<file path="config.mk">
export PLATFORM = sky130hd
export DESIGN_NAME = tx_block
export DESIGN_NICKNAME = d
export VERILOG_FILES = /design/src/rtl/uart_pkg.sv /design/src/rtl/tx_timer.sv /design/src/rtl/tx_block.sv
export SDC_FILE = /design/constraint.sdc
export NUM_CORES = 1
export LEC_CHECK = 0
export BUFFER_PORTS_ARGS = -buffer_cell sky130_fd_sc_hd__clkbuf_2
export CORE_MARGIN = 8
export CORE_UTILIZATION = 46
export DETAILED_ROUTE_END_ITERATION = 10
export GPL_ROUTABILITY_DRIVEN = 0
export PLACE_DENSITY_LB_ADDON = 0.3
export REMOVE_ABC_BUFFERS = 1
export SLEW_MARGIN = 5
export SYNTH_ARGS = -nofsm -noshare
export SYNTH_HDL_FRONTEND = slang
export SYNTH_SLANG_ARGS = --single-unit
</file>
<file path="constraint.sdc">
create_clock -name clk -period 5.14 [get_ports clk]
set_input_delay 0.514 -clock clk [delete_from_list [all_inputs] [get_ports clk]]
set_output_delay 0.514 -clock clk [all_outputs]
set_load 0.01 [all_outputs]
</file>
<file path="src/rtl/uart_pkg.sv">
// Shared UART definitions: transmitter FSM state encoding and framing limits.
package uart_pkg;

    typedef enum logic [1:0] {
        IDLE  = 2'd0,
        START = 2'd1,
        DATA  = 2'd2,
        STOP  = 2'd3
    } tx_state_t;

    localparam int MIN_DATA_SIZE  = 5;
    localparam int MAX_DATA_SIZE  = 8;
    localparam int MIN_BIT_PERIOD = 2;

endpackage

</file>
<file path="src/rtl/tx_timer.sv">
// Bit-period timer: counts 1..bit_period while enabled and flags the last cycle of each bit.
module tx_timer (
    input  logic        clk,
    input  logic        n_rst,
    input  logic        enable,
    input  logic [13:0] bit_period,
    output logic        bit_tick
);

    logic [13:0] cnt;

    // enable is the next-cycle busy flag, so the first cycle of a bit already reads 1
    always_ff @(posedge clk or negedge n_rst) begin
        if (!n_rst) begin
            cnt <= '0;
        end else if (!enable) begin
            cnt <= '0;
        end else if (cnt >= bit_period) begin
            cnt <= 14'd1;
        end else begin
            cnt <= cnt + 14'd1;
        end
    end

    assign bit_tick = (cnt != '0) && (cnt == bit_period);

endmodule

</file>
<file path="src/rtl/tx_block.sv">
// UART transmitter: one-entry holding buffer feeding a start/data/stop serialiser.
module tx_block
    import uart_pkg::*;
#(
    parameter int STOP_BITS = 1
) (
    input  logic        clk,
    input  logic        n_rst,
    input  logic [7:0]  tx_data,
    input  logic        load_data,
    input  logic [13:0] bit_period,
    input  logic [3:0]  data_size,
    output logic        serial_out,
    output logic        buffer_empty,
    output logic        tx_busy,
    output logic        tx_done,
    output logic        overrun_error
);

    function automatic logic [3:0] sat_data_size(input logic [3:0] ds);
        if (ds < 4'(MIN_DATA_SIZE) || ds > 4'(MAX_DATA_SIZE)) begin
            return 4'(MAX_DATA_SIZE);
        end
        return ds;
    endfunction

    function automatic logic [13:0] sat_bit_period(input logic [13:0] bp);
        if (bp < 14'(MIN_BIT_PERIOD)) begin
            return 14'(MIN_BIT_PERIOD);
        end
        return bp;
    endfunction

    tx_state_t   state;
    logic [7:0]  hold_buf;
    logic [7:0]  shreg;
    logic [13:0] bp_lat;
    logic [3:0]  ds_lat;
    logic [3:0]  bit_cnt;
    logic        stop_cnt;
    logic        bit_tick;
    logic        last_stop;
    logic        end_frame;
    logic        start_frame;
    logic        accept;
    logic        shift_en;
    logic        timer_en;

    assign last_stop   = (stop_cnt == 1'(STOP_BITS - 1));
    assign end_frame   = (state == STOP) && bit_tick && last_stop;
    assign start_frame = !buffer_empty && ((state == IDLE) || end_frame);
    assign accept      = load_data && buffer_empty;
    assign shift_en    = (state == DATA) && bit_tick;
    assign timer_en    = start_frame || ((state != IDLE) && !end_frame);

    tx_timer u_timer (
        .clk        (clk),
        .n_rst      (n_rst),
        .enable     (timer_en),
        .bit_period (bp_lat),
        .bit_tick   (bit_tick)
    );

    // Payload registers carry no reset; control below decides when they matter
    always_ff @(posedge clk) begin
        if (accept) begin
            hold_buf <= tx_data;
        end
        if (start_frame) begin
            shreg <= hold_buf;
        end else if (shift_en) begin
            shreg <= shreg >> 1;
        end
    end

    always_ff @(posedge clk or negedge n_rst) begin
        if (!n_rst) begin
            state         <= IDLE;
            serial_out    <= 1'b1;
            buffer_empty  <= 1'b1;
            tx_busy       <= 1'b0;
            tx_done       <= 1'b0;
            overrun_error <= 1'b0;
            bit_cnt       <= '0;
            stop_cnt      <= 1'b0;
            bp_lat        <= 14'(MIN_BIT_PERIOD);
            ds_lat        <= 4'(MAX_DATA_SIZE);
        end else begin
            tx_done <= end_frame;

            // accept needs an empty buffer and start_frame a full one, so they never collide
            if (accept) begin
                buffer_empty  <= 1'b0;
                overrun_error <= 1'b0;
            end else if (load_data) begin
                overrun_error <= 1'b1;
            end

            if (start_frame) begin
                buffer_empty <= 1'b1;
                bp_lat       <= sat_bit_period(bit_period);
                ds_lat       <= sat_data_size(data_size);
                state        <= START;
                serial_out   <= 1'b0;
                tx_busy      <= 1'b1;
                bit_cnt      <= '0;
                stop_cnt     <= 1'b0;
            end else begin
                case (state)
                    IDLE: begin
                        serial_out <= 1'b1;
                        tx_busy    <= 1'b0;
                    end
                    START: begin
                        if (bit_tick) begin
                            state      <= DATA;
                            serial_out <= shreg[0];
                            bit_cnt    <= 4'd1;
                        end
                    end
                    DATA: begin
                        if (bit_tick) begin
                            if (bit_cnt == ds_lat) begin
                                state      <= STOP;
                                serial_out <= 1'b1;
                            end else begin
                                serial_out <= shreg[1];
                                bit_cnt    <= bit_cnt + 4'd1;
                            end
                        end
                    end
                    STOP: begin
                        if (bit_tick) begin
                            if (last_stop) begin
                                state   <= IDLE;
                                tx_busy <= 1'b0;
                            end else begin
                                stop_cnt <= 1'b1;
                            end
                        end
                    end
                    default: begin
                        state <= IDLE;
                    end
                endcase
            end
        end
    end

endmodule

</file>
Yosys cells after proc, flatten, opt, wreduce, memory -nomap -nowiden
Cells that the tools add are included.

word-level totals
  register bits = 60
  input port bits = 29
  word-level logic and storage cells = 101
  output and inout bits = 5

cells by class
  $add $sub $neg = 2
  equality and inequality tests = 11
  order comparisons = 4
  bitwise operators = 1
  multiplexer cells = 41
  reduce and logical (&&, ||, !) cells = 29

operators by type and width
  cell                                                         number
  2-to-1 mux 14 bit                                            4
  2-to-1 mux 4 bit                                             6
  2-to-1 mux 1 bit                                             19
  2-to-1 mux 8 bit                                             2
  inequality test 3 bit, second input constant                 5
  adder 14 x 1 -> 14 bit, second input constant                1
  equality test 14 bit                                         1
  greater-or-equal comparator 14 bit                           1
  less-than comparator 14 x 2 -> 1 bit, second input constant  1
  nonzero test 14 bit                                          1
  2-to-1 mux 2 bit                                             6
  nonzero test 2 bit                                           6
  one-hot mux 4 bit (2 select lines)                           1
  nonzero test 4 bit                                           2
  logical AND 1 bit                                            7
  one-hot mux 2 bit (3 select lines)                           1
  AND reduction 3 bit                                          2
  AND reduction 6 bit                                          1
  nonzero test 3 bit                                           2
  adder 4 x 1 -> 4 bit, second input constant                  1
  equality test 2 bit, second input constant                   2
  equality test 4 bit                                          1
  > comparator 4 bit, second input constant                    1
  less-than comparator 4 x 3 -> 1 bit, second input constant   1
  other kinds (10)                                             13

Logic depth before layout (Yosys ltp)
Gate-level depths: netlist (run 1).

  word-level depth = 8
  gate-level depth with buffers = 8
  gate-level depth less buffers = 7

Hierarchy
Synthesis (run 1) repeated with hierarchy kept, for this count alone.

second synthesis, totals
  cell total of the unflattened synthesis = 312
  area total of the unflattened synthesis = 3,066.7 um2

by module, submodules not included
  module    instances  area an instance (um2)  cells each  seq. area each (um2)
  tx_block  1          2,005.7                 189         1,211.2
  tx_timer  1          1,061.0                 123         350.3

Least setup slack after synthesis (run 1)
Ideal clock, no wire load.

  path kind = flip-flop to flip-flop
  start point = register u_timer.cnt[12]
  end point = register shreg[4], data pin
  buffers on the path = 1
  arrival = 2,119 ps
  clock period less this slack = 2,382 ps
  setup slack = 2,758 ps
  setup time = 262 ps
  stages on the path, launching flop included = 8
  cell sequence = dfrtp_1 -> ha_1 -> nand4_1 -> nor4_2 -> a31o_2 -> nand2_2 -> buf_2 -> mux2_1

between the ends
  longest elaborated chain between the ends = 7
  elaborated cells on any way between the ends = 8
  those cells by class = eq/ne: 1; mux: 1; reduce/logical: 6

ends and longest elaborated chain
  item                                                                line            RTL
  start: declaration                                                  tx_timer.sv:10  logic [13:0] cnt;
  start signal: assignment                                            tx_timer.sv:21  cnt <= cnt + 14'd1;
  equality test 14 bit / nonzero test 14 bit (equally long branches)  tx_timer.sv:25  assign bit_tick = (cnt != '0) && (cnt == bit_period);
  logical AND 1 bit (*)                                               tx_timer.sv:25
  logical AND 1 bit (*) (2 in a row)                                  tx_block.sv:50  assign end_frame = (state == STOP) && bit_tick && last_stop;
  logical OR 1 bit (*)                                                tx_block.sv:51  assign start_frame = !buffer_empty && ((state == IDLE) || end_frame);
  logical AND 1 bit (*)                                               tx_block.sv:51
  2-to-1 mux 8 bit (*)                                                tx_block.sv:69  if (start_frame) begin
  end signal: assignment                                              tx_block.sv:70  shreg <= hold_buf;
  end signal: assignment                                              tx_block.sv:72  shreg <= shreg >> 1;
  end: declaration                                                    tx_block.sv:36  logic [7:0] shreg;

Every way passes the cells marked *; elsewhere a longest branch is shown, timed or not.
A chain may end at the register's enable or synchronous reset.

Worst setup path after layout (run 1)
  start point = register u_timer.cnt[2]
  end point = register shreg[7] (enable)

between the ends
  longest elaborated chain between the ends = 7
  elaborated cells on any way between the ends = 9
  those cells by class = eq/ne: 1; reduce/logical: 8

ends and longest elaborated chain
  item                                                                line
  equality test 14 bit / nonzero test 14 bit (equally long branches)  tx_timer.sv:25
  logical AND 1 bit (*)                                               tx_timer.sv:25
  logical AND 1 bit (2 in a row)                                      tx_block.sv:50
  logical OR 1 bit                                                    tx_block.sv:51
  logical AND 1 bit                                                   tx_block.sv:51
  nonzero test 2 bit (no line) (*)                                    -

Marked as above.

==> metrics.txt, run 1 <==
Starting Density=47.3%; antenna violations before repair=0; Switching Share=38.7%; Sum Neg Setup Slack=0 ns; Top Ports=34; Max Clock Skew=roughly 0.0085 ns; worst-skew pair later-pin latency=0.34 ns; vias=2301; outcome=completed; crit path DAT=approximately 2.8 ns; Area Overhead vs Synth=12.3%; RSZ-0062 raised after global routing=no; Setup CP Type=reg2reg; PD cells=526 nW/µm²; first-pass GRT wire length=approximately 11000 µm; DIE AREA=between 9000 and 10000 µm²; CP Capture Type=flip-flop; top cells by area, synth=dfrtp_1, edfxtp_1, ha_1, xor2_1, dfstp_2; vias in the first global route=around 2300; row cnt=30; Max transition margin=20.8%; CP startpoint kind=flip-flop; Die Wd=99.3 µm; Peak VDD IR=277 µV; final slew viol count=0; die height=99.3 µm; FF-to-FF Start=u_timer.cnt[2]; Flop pwr share=40.8%; cts repair resizes=0; f_max=between 0.3 and 0.4 GHz; Num CTS Buffers=9; dominant synthesized flop cell=dfrtp_1; share of layout cells above drive strength 1=22.4%; Max Cap Viol=0; Total GRT Usage=14.4%; clock network fraction of design power=20.0%; Net Sw Power=729 µW; Longest Clk Path Bufs=2; cell internal pwr=1160 µW; Max FO, Critical Path=16; period utilisation layout=54.7%; # Post-CTS Setup Buffers=0; leak pwr=0.00162 µW; Cell variety after synth=54; Hold Crit Class=in2async; largest net degree at the start of global routing=44; post-synthesis sequential area ratio=48.9%; global route overflow=0; CP required=5.15 ns; Syn Inst Count=286; Yosys top cell area share=between 30% and 40%; HPWL Detailed=4760 µm; Seq cells post-synth=59; DR vias/cell=5.67; fin nets=372; synthesized area per cell=11.2 µm²; Finished Core Util=53.1%; transition time of the tightest slew-check pin=1.18 ns; DRC errors left=0; Pre-Repair DR Iteration Count=4; clk slew on worst S/H paths=0.07 ns; post-route ant nets=0; Tmin final=2.81 ns; # H-tree levels=3; WL per Instance=approximately 16 µm; Setup violations, final=0; Post-CTS Hold Buffers=0; Synth warnings=0; mapped cell area=3190 µm²; CTS tree=done; # diodes=0; final WL=6550 µm; Fin. Hold Viols=0; CTS root buf=clkbuf_8; clk sink count=between 50 and 60; Yosys top cell by area=dfrtp_1; CORE AREA=6760 µm²; DR iter-0 viols=about 120; Logic pwr share=39.2%; post-synthesis async set-or-reset flop share=72.9%; # fillers=600; number of I/O port buffers=33; crit path launch=u_timer.cnt[2]; Post-synth EDFFs=16
metal layers:
metal	track usage (%)	vias to the layer above	wire (µm)
met1	20.2	1123	3360
met5	0	-	0
met3	4.26	10	296
li1	-	1114	-
met4	5.59	0	85
met2	20.3	54	2810
cell families (layout without fill, tap and decap cells):
kind of cell,Yosys count,count (layout),synth area share [%]
AND/OR/NAND/NOR,83,83,15.7
flip-flops,59,59,48.9
AO/OA/AOI/OAI,49,49,10.6
buffers and inverters,38,78,5.05
adder cells (fa/ha/maj),22,22,8.62
multiplexers,19,19,6.74
XOR/XNOR,16,16,4.39
sequential cells by signal, summed over array words and instances, names as in the netlist, 2 cells and up:
name	flops
hold_buf	8
ds_lat	4
bit_cnt	4
shreg	8
u_timer.cnt	14
state	2
bp_lat	14
layout by cell type (no fill, tap or decap), types with 4 or more instances in the layout:
cell type,n
a21oi_1,11
edfxtp_1,16
nand4_1,6
nor2_1,7
inv_1,28
xor2_1,13
clkbuf_8,9
clkbuf_2,33
a21o_1,4
dfrtp_1,39
mux2_2,7
o21ai_0,15
nand2_1,13
nand3_1,11
mux2_1,9
nor3_1,17
ha_1,22
dfstp_2,4
nor4_1,4
per-stage QoR:
step	total power [µW]	cell area, µm²	instances	setup slack, ns	hold slack (ns)
after floorplan	1310	3140	276	2.71	0.218
after global placement	1490	3410	390	2.39	0.468
after detailed placement	1510	3410	390	2.33	0.466
after CTS	1900	3590	406	2.30	0.258
after global routing	2040	3590	406	2.10	0.279
final	1890	3590	406	2.33	0.235
worst paths after layout:
path / cells past startpoint / endpoint / slack, ns
worst max-delay path: 6 / shreg[7] / 2.33
worst min-delay path: 2 / ds_lat[2] / 0.24
worst max register to register: 6 / shreg[7] / 2.33
worst min register to register: 2 / ds_lat[3] / 0.48
max in group asynchronous: 2 / serial_out / 4.51
min in group clk: 1 / hold_buf[3] / 0.34
cells in the mapped netlist (all sizes together), types with 3 or more instances:
library cell  number
dfrtp             39
inv               28
ha                22
mux2              17
nor3              17
edfxtp            16
o21ai             15
nand2             14
xor2              13
a21oi             11
nand3             11
nor2               8
nand4              7
buf                6
nor4               6
a21o               4
clkbuf             4
dfstp              4
and4               3
nand2b             3
nor2b              3
nor4b              3
o2111ai            3
xnor2              3
area by class of cell:
class / instances / area, µm² / share of cell area [%]
clock buffer: 9 / 124 / 3.45
clock inverter: 7 / 52.6 / 1.47
inverter: 28 / 105 / 2.93
multi-input combinational: 189 / 1470 / 41.0
sequential: 59 / 1560 / 43.5
tap: 80 / 100 / 2.79
timing repair buffer: 34 / 173 / 4.82
critical path, cell delays in order (launching register included):
cell	delay, ns
dfrtp_1	0.50
ha_1	0.33
nand4_1	0.15
nor4_2	0.44
a31o_2	0.41
nand2_2	0.27
nand2_1	0.37
power groups by stage:
stage | Clock [µW] | Combinational (µW) | Sequential (µW)
floorplan | 0 | 558 | 751
global placement | 0 | 714 | 776
detailed placement | 0 | 735 | 778
CTS | 388 | 743 | 769
global route | 409 | 843 | 787
finish | 377 | 740 | 769
Power figures use the tool's default switching activity.
==> run 2: changes to the inputs <==
==> constraint.sdc (replaced) <==
create_clock -name clk -period 2.8 [get_ports clk]
set_input_delay 0.28 -clock clk [delete_from_list [all_inputs] [get_ports clk]]
set_output_delay 0.28 -clock clk [all_outputs]
set_load 0.01 [all_outputs]
==> metrics.txt, run 2 (synthesis results as in run 1) <==
number of I/O port buffers=33; Area Overhead vs Synth=14.3%; CP Capture Type=flip-flop; die height=99.3 µm; DR iter-0 viols=90; row cnt=30; CP startpoint kind=flip-flop; Longest Clk Path Bufs=2; crit path launch=u_timer.cnt[3]; Max transition margin=25.3%; Finished Core Util=54.0%; critical path's largest stage delay=0.48 ns; fin nets=roughly 380; clk sink count=59; vias in the first global route=2355; Fin. Hold Viols=0; leak pwr=0.00165 µW; Tmin final=between 2 and 2.5 ns; DIE AREA=9860 µm²; # fillers=589; CP required=3.03 ns; commonest non-fill, non-tap cell in the layout=dfrtp_1; DR vias/cell=5.63; Max Clock Skew=about 0.0084 ns; Pre-Repair DR Iteration Count=4; Max Cap Viol=0; share of layout cells above drive strength 1=22.8%; WL per Instance=between 15 and 20 µm; Post-CTS Hold Buffers=0; antenna violations before repair=0; outcome=completed; # Post-CTS Setup Buffers=0; Starting Density=47.3%; most frequent cells in the layout=dfrtp_1, clkbuf_2, inv_1; Peak VDD IR=between 400 and 500 µV; global route overflow=0; final WL=6810 µm; DRC errors left=0; f_max=0.404 GHz; Total GRT Usage=between 10 and 15%; crit path DAT=2.70 ns; HPWL Detailed=4770 µm; worst-skew pair later-pin latency=0.35 ns; hold_sp=tx_data[3]; largest registers=bp_lat x14, u_timer.cnt x14; Die Wd=99.3 µm; clk slew on worst S/H paths=~0.07 ns; CTS tree=done; first-pass GRT wire length=11400 µm; period utilisation layout=88.3%; Sum Neg Setup Slack=0 ns; transition time of the tightest slew-check pin=~1.1 ns; CORE AREA=6760 µm²; Setup violations, final=0; # diodes=0; final slew viol count=0; PD cells=around 1000 nW/µm²; CTS root buf=clkbuf_8; # H-tree levels=3; Setup CP Type=reg2reg; Num CTS Buffers=9; cts repair resizes=0; cells along the critical path=ha_1, nand4_1, nor4_2, buf_4, a31oi_4, nor2_4, mux2_1; Max FO, Critical Path=10; largest net degree at the start of global routing=44; RSZ-0062 raised after global routing=no; post-route ant nets=0; FF-to-FF Start=u_timer.cnt[3]; slowest CP cell=dfrtp_1; Top Ports=34; Hold Crit Class=in2reg; vias=2301
==> run 2: cell types whose count changed in the layout (fill, tap and decap cells not counted), sizes merged <==
cell / previous run / this run
buf: 1 / 4
clkbuf: 42 / 43
bufinv: 0 / 2
clkinv: 4 / 3
inv: 30 / 28
==> run 2: final cells by class <==
| class | count | area, µm² | share of cell area (%) |
|---|---|---|---|
| inverters | 28 | 105 | 2.88 |
| multi-input cells | 189 | 1470 | 40.3 |
| flip-flops and latches | 59 | 1560 | 42.8 |
| clock inverters | 6 | 90.1 | 2.47 |
| repair buffers | 37 | 195 | 5.35 |
| clock buffers | 10 | 128 | 3.50 |
| well taps | 80 | 100 | 2.74 |
==> run 2: worst max-delay path: cells and delay by family (launching register included) <==
family	cells	cell delay [ns]
AND/OR/NAND/NOR	3	0.80
AO/OA/AOI/OAI	1	0.17
flip-flops	1	0.48
multiplexers	1	0.36
buffers and inverters	1	0.18
adder cells (fa/ha/maj)	1	0.35
==> run 2: metrics by stage <==
step	instance area, µm²	setup WS [ns]	instances	total power [µW]	hold slack, ns
2_1_floorplan	3140	0.371	276	2400	-0.0156
3_3_place_gp	3430	0.381	393	2770	0.456
3_5_place_dp	3430	0.342	393	2800	0.459
4_1_cts	3650	0.323	409	3690	0.0916
5_1_grt	3650	0.151	409	3920	0.0888
6_report	3650	0.327	409	3680	0.102
==> run 2: report_power, final <==
part / internal (µW) / switching (µW) / leakage [µW]
logic: 624 / 798 / 0.000856
clock network: 503 / 369 / 0.000106
registers: 1200 / 187 / 0.000691
==> run 2: worst paths after layout <==
kind                               end  depth (start not counted)  slack (ns)
setup / recovery             bp_lat[6]                          7        0.33
hold / removal             hold_buf[3]                          1        0.10
setup reg to reg             bp_lat[6]                          7        0.33
hold reg to reg              ds_lat[3]                          2        0.48
max in group asynchronous    bp_lat[7]                          1        1.99
min in group asynchronous    ds_lat[2]                          1        0.12
==> run 2: metal layers <==
layer	vias up	track usage (%)	wire, µm
met1	1127	19.2	3410
met3	10	3.84	305
met2	52	22.7	2990
met4	0	5.82	101
li1	1112	-	-
met5	-	0	0
